$ cat src/rtl/alu_txn_driver.sv
// -----------------------------------------------------------------------------
// alu_txn_driver
//
// Sequential front end for a 4-bit combinational ALU. Commands arrive on a
// valid/ready port and are registered onto the ALU operand outputs. After a
// programmable settle interval the ALU result is sampled, compared against a
// locally computed expected value, and returned on a valid/ready response
// port. Completed responses and miscompares are counted with saturation.
//
// Parameters
//   SETTLE_CYCLES  cycles between driving the ALU and sampling its result (1..15)
//   CNT_W          width of txn_count / err_count
//
// Ports
//   clk           rising-edge clock
//   rst           synchronous reset, active-high
//   cmd_valid     command present
//   cmd_ready     command accepted (IDLE only, low while rst=1)
//   cmd_a/cmd_b   4-bit operands
//   cmd_op        000 ADD, 001 SUB, 010 AND, 011 OR, 1xx NOP
//   alu_a/alu_b   registered operands to the ALU
//   alu_op_code   registered op code to the ALU
//   alu_result    ALU result input
//   rsp_valid     response present
//   rsp_ready     consumer accepts response
//   rsp_result    sampled ALU result
//   rsp_err       1 when rsp_result differs from the expected value
//   txn_count     completed responses, saturating
//   err_count     completed responses with rsp_err=1, saturating
// -----------------------------------------------------------------------------
module alu_txn_driver #(
    parameter int unsigned SETTLE_CYCLES = 1,
    parameter int unsigned CNT_W         = 8
) (
    input  logic             clk,
    input  logic             rst,
    input  logic             cmd_valid,
    output logic             cmd_ready,
    input  logic [3:0]       cmd_a,
    input  logic [3:0]       cmd_b,
    input  logic [2:0]       cmd_op,
    output logic [3:0]       alu_a,
    output logic [3:0]       alu_b,
    output logic [2:0]       alu_op_code,
    input  logic [3:0]       alu_result,
    output logic             rsp_valid,
    input  logic             rsp_ready,
    output logic [3:0]       rsp_result,
    output logic             rsp_err,
    output logic [CNT_W-1:0] txn_count,
    output logic [CNT_W-1:0] err_count
);

    typedef enum logic [1:0] {
        ST_IDLE = 2'd0,
        ST_WAIT = 2'd1,
        ST_RESP = 2'd2
    } state_e;

    localparam logic [2:0] OP_ADD = 3'b000;
    localparam logic [2:0] OP_SUB = 3'b001;
    localparam logic [2:0] OP_AND = 3'b010;
    localparam logic [2:0] OP_OR  = 3'b011;

    // Counter reload value: the capture edge is SETTLE_CYCLES edges after accept,
    // and the accept edge itself loads the counter.
    localparam logic [3:0] SETTLE_LOAD = 4'(SETTLE_CYCLES - 1);

    // Reference model of the ALU. All arithmetic wraps mod 16; every op code
    // with the top bit set is a NOP that yields zero.
    function automatic logic [3:0] expected_result(
        input logic [3:0] a,
        input logic [3:0] b,
        input logic [2:0] op
    );
        logic [3:0] r;
        unique case (op)
            OP_ADD:  r = a + b;
            OP_SUB:  r = a - b;
            OP_AND:  r = a & b;
            OP_OR:   r = a | b;
            default: r = 4'b0000;
        endcase
        return r;
    endfunction

    // -------------------------------------------------------------------------
    // State
    // -------------------------------------------------------------------------
    state_e            state_q,      state_d;
    logic [3:0]        settle_q,     settle_d;
    logic [3:0]        exp_q,        exp_d;
    logic [3:0]        alu_a_q,      alu_a_d;
    logic [3:0]        alu_b_q,      alu_b_d;
    logic [2:0]        alu_op_q,     alu_op_d;
    logic              rsp_valid_q,  rsp_valid_d;
    logic [3:0]        rsp_result_q, rsp_result_d;
    logic              rsp_err_q,    rsp_err_d;
    logic [CNT_W-1:0]  txn_count_q,  txn_count_d;
    logic [CNT_W-1:0]  err_count_q,  err_count_d;

    logic cmd_accept;
    logic rsp_fire;

    // cmd_ready is gated with rst so no command can be accepted during reset,
    // not even on the very first cycle before the state register settles.
    assign cmd_ready  = (state_q == ST_IDLE) && !rst;
    assign cmd_accept = cmd_valid && cmd_ready;
    assign rsp_fire   = rsp_valid_q && rsp_ready;

    // -------------------------------------------------------------------------
    // Next-state and datapath logic
    // -------------------------------------------------------------------------
    always_comb begin
        // NOTE: every signal written here gets a default first; a missed
        // assignment on any path would otherwise infer a latch.
        state_d      = state_q;
        settle_d     = settle_q;
        exp_d        = exp_q;
        alu_a_d      = alu_a_q;
        alu_b_d      = alu_b_q;
        alu_op_d     = alu_op_q;
        rsp_valid_d  = rsp_valid_q;
        rsp_result_d = rsp_result_q;
        rsp_err_d    = rsp_err_q;
        txn_count_d  = txn_count_q;
        err_count_d  = err_count_q;

        unique case (state_q)
            ST_IDLE: begin
                if (cmd_accept) begin
                    // ALU operands only change here, so the ALU sees stable
                    // inputs for the whole settle interval.
                    alu_a_d  = cmd_a;
                    alu_b_d  = cmd_b;
                    alu_op_d = cmd_op;
                    exp_d    = expected_result(cmd_a, cmd_b, cmd_op);
                    settle_d = SETTLE_LOAD;
                    state_d  = ST_WAIT;
                end
            end

            ST_WAIT: begin
                if (settle_q == 4'd0) begin
                    rsp_result_d = alu_result;
                    rsp_err_d    = (alu_result != exp_q);
                    rsp_valid_d  = 1'b1;
                    state_d      = ST_RESP;
                end else begin
                    settle_d = settle_q - 4'd1;
                end
            end

            ST_RESP: begin
                if (rsp_fire) begin
                    rsp_valid_d = 1'b0;
                    if (txn_count_q != '1) begin
                        txn_count_d = txn_count_q + 1'b1;
                    end
                    if (rsp_err_q && (err_count_q != '1)) begin
                        err_count_d = err_count_q + 1'b1;
                    end
                    // Returning to IDLE rather than accepting here means
                    // cmd_ready rises only the cycle after the handshake.
                    state_d = ST_IDLE;
                end
            end

            default: begin
                state_d = ST_IDLE;
            end
        endcase
    end

    // -------------------------------------------------------------------------
    // Registers
    // -------------------------------------------------------------------------
    always_ff @(posedge clk) begin
        // NOTE: non-blocking assignments only in clocked blocks, so every
        // register samples the pre-edge value of every other register.
        if (rst) begin
            state_q      <= ST_IDLE;
            settle_q     <= 4'd0;
            exp_q        <= 4'd0;
            alu_a_q      <= 4'd0;
            alu_b_q      <= 4'd0;
            alu_op_q     <= 3'd0;
            rsp_valid_q  <= 1'b0;
            rsp_result_q <= 4'd0;
            rsp_err_q    <= 1'b0;
            txn_count_q  <= '0;
            err_count_q  <= '0;
        end else begin
            state_q      <= state_d;
            settle_q     <= settle_d;
            exp_q        <= exp_d;
            alu_a_q      <= alu_a_d;
            alu_b_q      <= alu_b_d;
            alu_op_q     <= alu_op_d;
            rsp_valid_q  <= rsp_valid_d;
            rsp_result_q <= rsp_result_d;
            rsp_err_q    <= rsp_err_d;
            txn_count_q  <= txn_count_d;
            err_count_q  <= err_count_d;
        end
    end

    // -------------------------------------------------------------------------
    // Outputs
    // -------------------------------------------------------------------------
    assign alu_a       = alu_a_q;
    assign alu_b       = alu_b_q;
    assign alu_op_code = alu_op_q;
    assign rsp_valid   = rsp_valid_q;
    assign rsp_result  = rsp_result_q;
    assign rsp_err     = rsp_err_q;
    assign txn_count   = txn_count_q;
    assign err_count   = err_count_q;

endmodule

$ cat config.mk
export PLATFORM = sky130hd
export DESIGN_NAME = alu_txn_driver
export DESIGN_NICKNAME = d
export VERILOG_FILES = /design/src/rtl/alu_txn_driver.sv
export SDC_FILE = /design/constraint.sdc
export NUM_CORES = 1
export LEC_CHECK = 0
export ABC_AREA = 1
export CORE_MARGIN = 5
export CORE_UTILIZATION = 49
export CTS_CLUSTER_DIAMETER = 120
export DETAILED_ROUTE_END_ITERATION = 7
export PLACE_DENSITY = 0.82
export SYNTH_ARGS = -nofsm -noshare
export SYNTH_HDL_FRONTEND = slang
export SYNTH_SLANG_ARGS = --single-unit
export TNS_END_PERCENT = 20
$ cat constraint.sdc
create_clock -name clk -period 1.8 [get_ports clk]
set_input_delay 0.27 -clock clk [delete_from_list [all_inputs] [get_ports clk]]
set_output_delay 0.27 -clock clk [all_outputs]
set_load 0.005 [all_outputs]
After elaboration in Yosys (flattened, before gate mapping)
Cells that the tools add are included.

Flip-flop bits (word level): 43. Bits in latches: 0. Memory bits (writable): 0. Bits in read-only memories: 0. Output and inout port bits: 34. Memories kept: 0.

$add $sub $neg: 5. Multiply operators: 0. Div/mod/pow operators: 0. $lt $le $gt $ge: 0. Equality and inequality tests: 12. Shift operators: 0. Muxes and demuxes: 11. Bitwise gates (word level): 2. Reductions and logical operators: 17.

Operators with widths (number): adder 8 x 1 -> 8 bit, second input constant (2); != test 8 bit, second input constant (2); one-hot mux 4 bit (4 select lines) (1); AND reduction 3 bit (5); two-way mux 4 bit (2); != test 2 bit, second input constant (4); one-hot mux 4 bit (2 select lines) (1); == test 3 x 2 -> 1 bit, second input constant (2); two-way mux 2 bit (3); one-hot mux 2 bit (3 select lines) (1); adder 4 bit (1); AND 4 bit (1); logical AND 1 bit (4); zero test 4 bit (1); != test 4 bit (1); bitwise OR 4 bit (1); AND reduction 2 bit (2); nonzero test 2 bit (2); subtractor 4 x 1 -> 4 bit, second input constant (1); subtractor 4 bit (1); == test 3 x 1 -> 1 bit, second input constant (1); zero test 3 bit (1); == test 2 x 1 -> 1 bit, second input constant (1); == test 2 bit, second input constant (1); other kinds (4) (5).

Longest topological paths before layout
Depth after elaboration: 5. Depth in mapped cells: 16. Depth with buffers taken out: 16.

Worst setup path before layout
OpenSTA, ideal clock, no wires.

Kind: input-to-reg. From: input port cmd_b[0]. To: register exp_q[1]. Setup time: 0.112 ns. Data arrival time: 1.560 ns. Data required time: 1.688 ns. Setup slack: 0.128 ns. Stages on the path: 8. Buffers on the path: 0. Path through: inv_1 ha_1 a21oi_1 fa_1 a22oi_1 o21ai_0 nand2_1 nand2_1.

Word-level cells in the longest chain between the ends: 2.

RTL lines: start, declared (RTL line 40) `input logic [3:0] cmd_b,`; subtractor 4 bit or adder 4 bit (tied branches) (RTL line 79, 78); one-hot mux 4 bit (4 select lines) (*) (RTL line 77) `unique case (op)`; end signal, assigned (RTL line 196) `exp_q <= exp_d;`; end, declared (RTL line 92) `logic [3:0] exp_q, exp_d;`.

Every way passes the cells marked *; elsewhere a longest branch is shown, timed or not. A chain may end at the register's enable or synchronous reset.

Final worst setup path
From: register state_q[1]. To: output port cmd_ready.

Word-level cells in the longest chain between the ends: 2.

RTL lines: start, declared (RTL line 90) `state_e state_q, state_d;`; start signal, assigned (RTL line 194) `state_q <= state_d;`; zero test 2 bit (RTL line 107) `assign cmd_ready = (state_q == ST_IDLE) && !rst;`; logical AND 1 bit (RTL line 107); end, declared (RTL line 38) `output logic cmd_ready,`.

Every way passes these cells.

==> flow_metrics.py <==
metrics = {
    "outcome": {
        "run_status": "finished clean",
    },
    "drt": {
        "finalWirelength_um": 5060,
        "drt_drc_violations_left": 0,
        "post_drt_via_cell_ratio": 5.04,
        "detail_route.iter0.violations": 66,
        "avgRoutedWirePerCell_um": 12.0,
        "dr_vias": 2132,
        "postRouteAntennaNets": 0,
        "drt_pass1_iterations": 4,
    },
    "timing": {
        "finalSetupViolations": 0,
        "rsz0062_at_grt": "no",
        "worst-slew-pin-transition_ns": 0.479,
        "setup_ws_ns": 0.106,
        "timing.max_slew.rel_slack": 0.677,
        "fin_tns_setup_ns": 0,
        "fin_worst_skew_ns": 0.00804,
        "fin_crit_sh": 0.941,
        "final.min_clock_period_ns": 1.69,
        "max_clock_freq_mhz": 590,
        "final-hold-violation-count": 0,
        "slew_viol_final": 0,
    },
    "synthesis": {
        "yosys_most_used_dff": "sky130_fd_sc_hd__dfxtp_1",
        "sequential_element_share_of_the_synthesized_area": 0.403,
        "synth_nets": 326,
        "ys_top_cells_by_area": "sky130_fd_sc_hd__dfxtp_1, sky130_fd_sc_hd__nand2_1, sky130_fd_sc_hd__o21ai_0",
        "synth.yosys.warnings": 0,
        "synthDominantCellAreaShare": 0.403,
        "mappedNetlistArea_um2": 2140,
        "async_flop_share": 0,
        "synth_top_area_cell": "sky130_fd_sc_hd__dfxtp_1",
        "synth_enable_flop_cells": 0,
        "synth_area_per_cell_um2": 7.20,
        "synth_common_cells": "sky130_fd_sc_hd__nand2_1, sky130_fd_sc_hd__dfxtp_1, sky130_fd_sc_hd__inv_1, sky130_fd_sc_hd__nor2_1, sky130_fd_sc_hd__o21ai_0",
        "synth-seq-cells": 43,
        "synthesis.instances": 297,
        "ys_types": 23,
        "synth.most_common_cell": "sky130_fd_sc_hd__nand2_1",
    },
    "cts": {
        "cts_tree": "built",
        "cts.hold.buffers_added": 0,
        "root_buffer": "sky130_fd_sc_hd__clkbuf_8",
        "clock_path_buffers": 2,
        "worst_skew_pair.late_latency_ns": 0.30,
        "htree_num_levels": 2,
        "clock_sinks": 43,
        "cts.reportedPaths.clkPinSlew_ns": 0.08,
        "cts_buffers": 5,
    },
    "place": {
        "place_ws_ns": -0.465,
        "detailedPlacementHpwl_um": 3880,
        "placedInstanceArea_um2": 2850,
        "buffer_ports.inserted": 52,
        "gpl.final_weighted_congestion": 0.867,
    },
    "power_and_ir_drop": {
        "finalPower_mw": 2.01,
        "power.density_nw_per_um2": 680,
        "max-vdd-ir-drop_uv": 382,
        "cellLeakagePower_nw": 1.28,
    },
    "global_routing": {
        "number_of_global_route_vias_before_repair": 2080,
        "maximum_number_of_pins_on_one_net_before_global_route_repair": 17,
        "overflow": 0,
        "grt.total_usage": 0.176,
        "grt_first_pass_wirelength_um": 8550,
        "antenna_violations_before_repair": 0,
    },
    "setup_path": {
        "critical_path.max_fanout": 7,
        "worst-setup-path-type": "reg -> out",
        "critPathArrivalTime_ns": 1.42,
        "worstSetupEndpointType": "output pin",
        "crit_path_start_kind": "register",
        "critical_path_required_ns": 1.53,
    },
    "floorplanning": {
        "ios": 53,
        "design.die.area_um2": 5780,
        "die_height_um": 76.0,
        "die_width_um": 76.0,
        "fp-row-count": 24,
        "floorplan.initialDensity": 0.498,
        "std_cell_core_area_um2": 4290,
    },
    "layout": {
        "area.growth.synth_to_final_pct": 38.5,
        "final_design_area_no_fill_um2": 2960,
        "postLayoutCoreUtil": 0.689,
        "layout-drive-gt1-share": 0.0997,
        "antennaDiodeCount": 0,
        "design.final.nets": 399,
    },
    "flow_run": {
        "cap_viol_max_count": 0,
    },
    "worst_hold_path": {
        "hold_path_class": "in -> reg",
    },
}
## layout by cell type (no fill, tap or decap), drive strengths merged, types with 2 or more instances in the layout
cell / netlist / final
nand2: 75 / 75
inv: 37 / 37
nand4: 5 / 5
ha: 9 / 9
a22o: 2 / 2
a21oi: 23 / 23
dlygate4sd2: 0 / 3
nand3: 15 / 15
clkbuf: 4 / 5
clkdlybuf4s50: 0 / 47
dlymetal6s2s: 0 / 2
xor2: 6 / 6
dfxtp: 43 / 43
o21ai: 27 / 27
xnor2: 9 / 9
clkinv: 0 / 3
nor3: 7 / 7
nor2: 28 / 28
buf: 1 / 19
and3: 2 / 2
## layout make-up
class | instances | area (um2)
clock inverters | 3 | 15.0
inverters | 37 | 139
multi-input cells | 212 | 1130
flip-flops and latches | 43 | 861
well taps | 52 | 65.1
repair buffers | 71 | 677
clock buffers | 5 | 68.8
fillers | 374 | 1340
## routing by layer
metal  share of wire  global-route usage  vias to the layer above
li1                -                   -                     1103
met1            0.41               0.185                      944
met2            0.49               0.318                       74
met3           0.071              0.0485                       11
met4           0.022              0.0854                        0
met5               0                   0                        -
## state kept, by name, summed over array words and instances, names as in the netlist
signal       flops
alu_a            4
alu_b            4
alu_op_code      3
err_count        8
exp_q            4
rsp_err          1
rsp_result       4
rsp_valid        1
settle_q         4
state_q          2
txn_count        8
## cell families (layout without fill, tap and decap cells)
| group | count (synthesis) | count (layout) | share of synthesized area |
|---|---|---|---|
| adders and majority gates | 10 | 10 | 0.0621 |
| AOI/OAI and AO/OA | 55 | 55 | 0.141 |
| buffers and inverters | 42 | 116 | 0.0767 |
| DFF | 43 | 43 | 0.403 |
| xor gates and xnor gates | 15 | 15 | 0.0615 |
| and+or+nand+nor | 132 | 132 | 0.256 |
## worst paths after layout
check | endpoint | cells past startpoint | slack (ns) | startpoint
hold reg to reg | alu_op_code[1]$_SDFFE_PP0P_ | 2 | 0.46 | alu_op_code[1]$_SDFFE_PP0P_
setup / recovery | cmd_ready | 2 | 0.11 | state_q[1]$_SDFFE_PP0P_
setup reg to reg | txn_count[2]$_SDFFE_PP0P_ | 8 | 0.26 | txn_count[1]$_SDFFE_PP0P_
hold / removal | alu_op_code[2]$_SDFFE_PP0P_ | 4 | 0.38 | cmd_op[2]
## metrics by stage
stage	std cells	hold WS [ns]
after global placement	414	0.445
after detailed placement	414	0.449
after floorplan	297	0.396
after CTS	423	0.409
after global routing	423	0.428
final	423	0.379
## where the power goes
group	switching, mW	internal [mW]
clock network	0.328	0.266
logic	0.184	0.203
registers	0.0312	0.999
## timing repair
item	CTS	global route
setup buffers	1	0
endpoints found under the hold margin	0	0
pin swaps	2	1
gates resized for setup	9	3
setup endpoints to repair	3	4
## worst max-delay path, stage by stage (launching register included)
cell and delay [ns]:
sky130_fd_sc_hd__dfxtp_1 0.38, sky130_fd_sc_hd__nor3_2 0.21, sky130_fd_sc_hd__clkdlybuf4s50_1 0.53
Note: power is estimated with default switching activity, not from simulation.
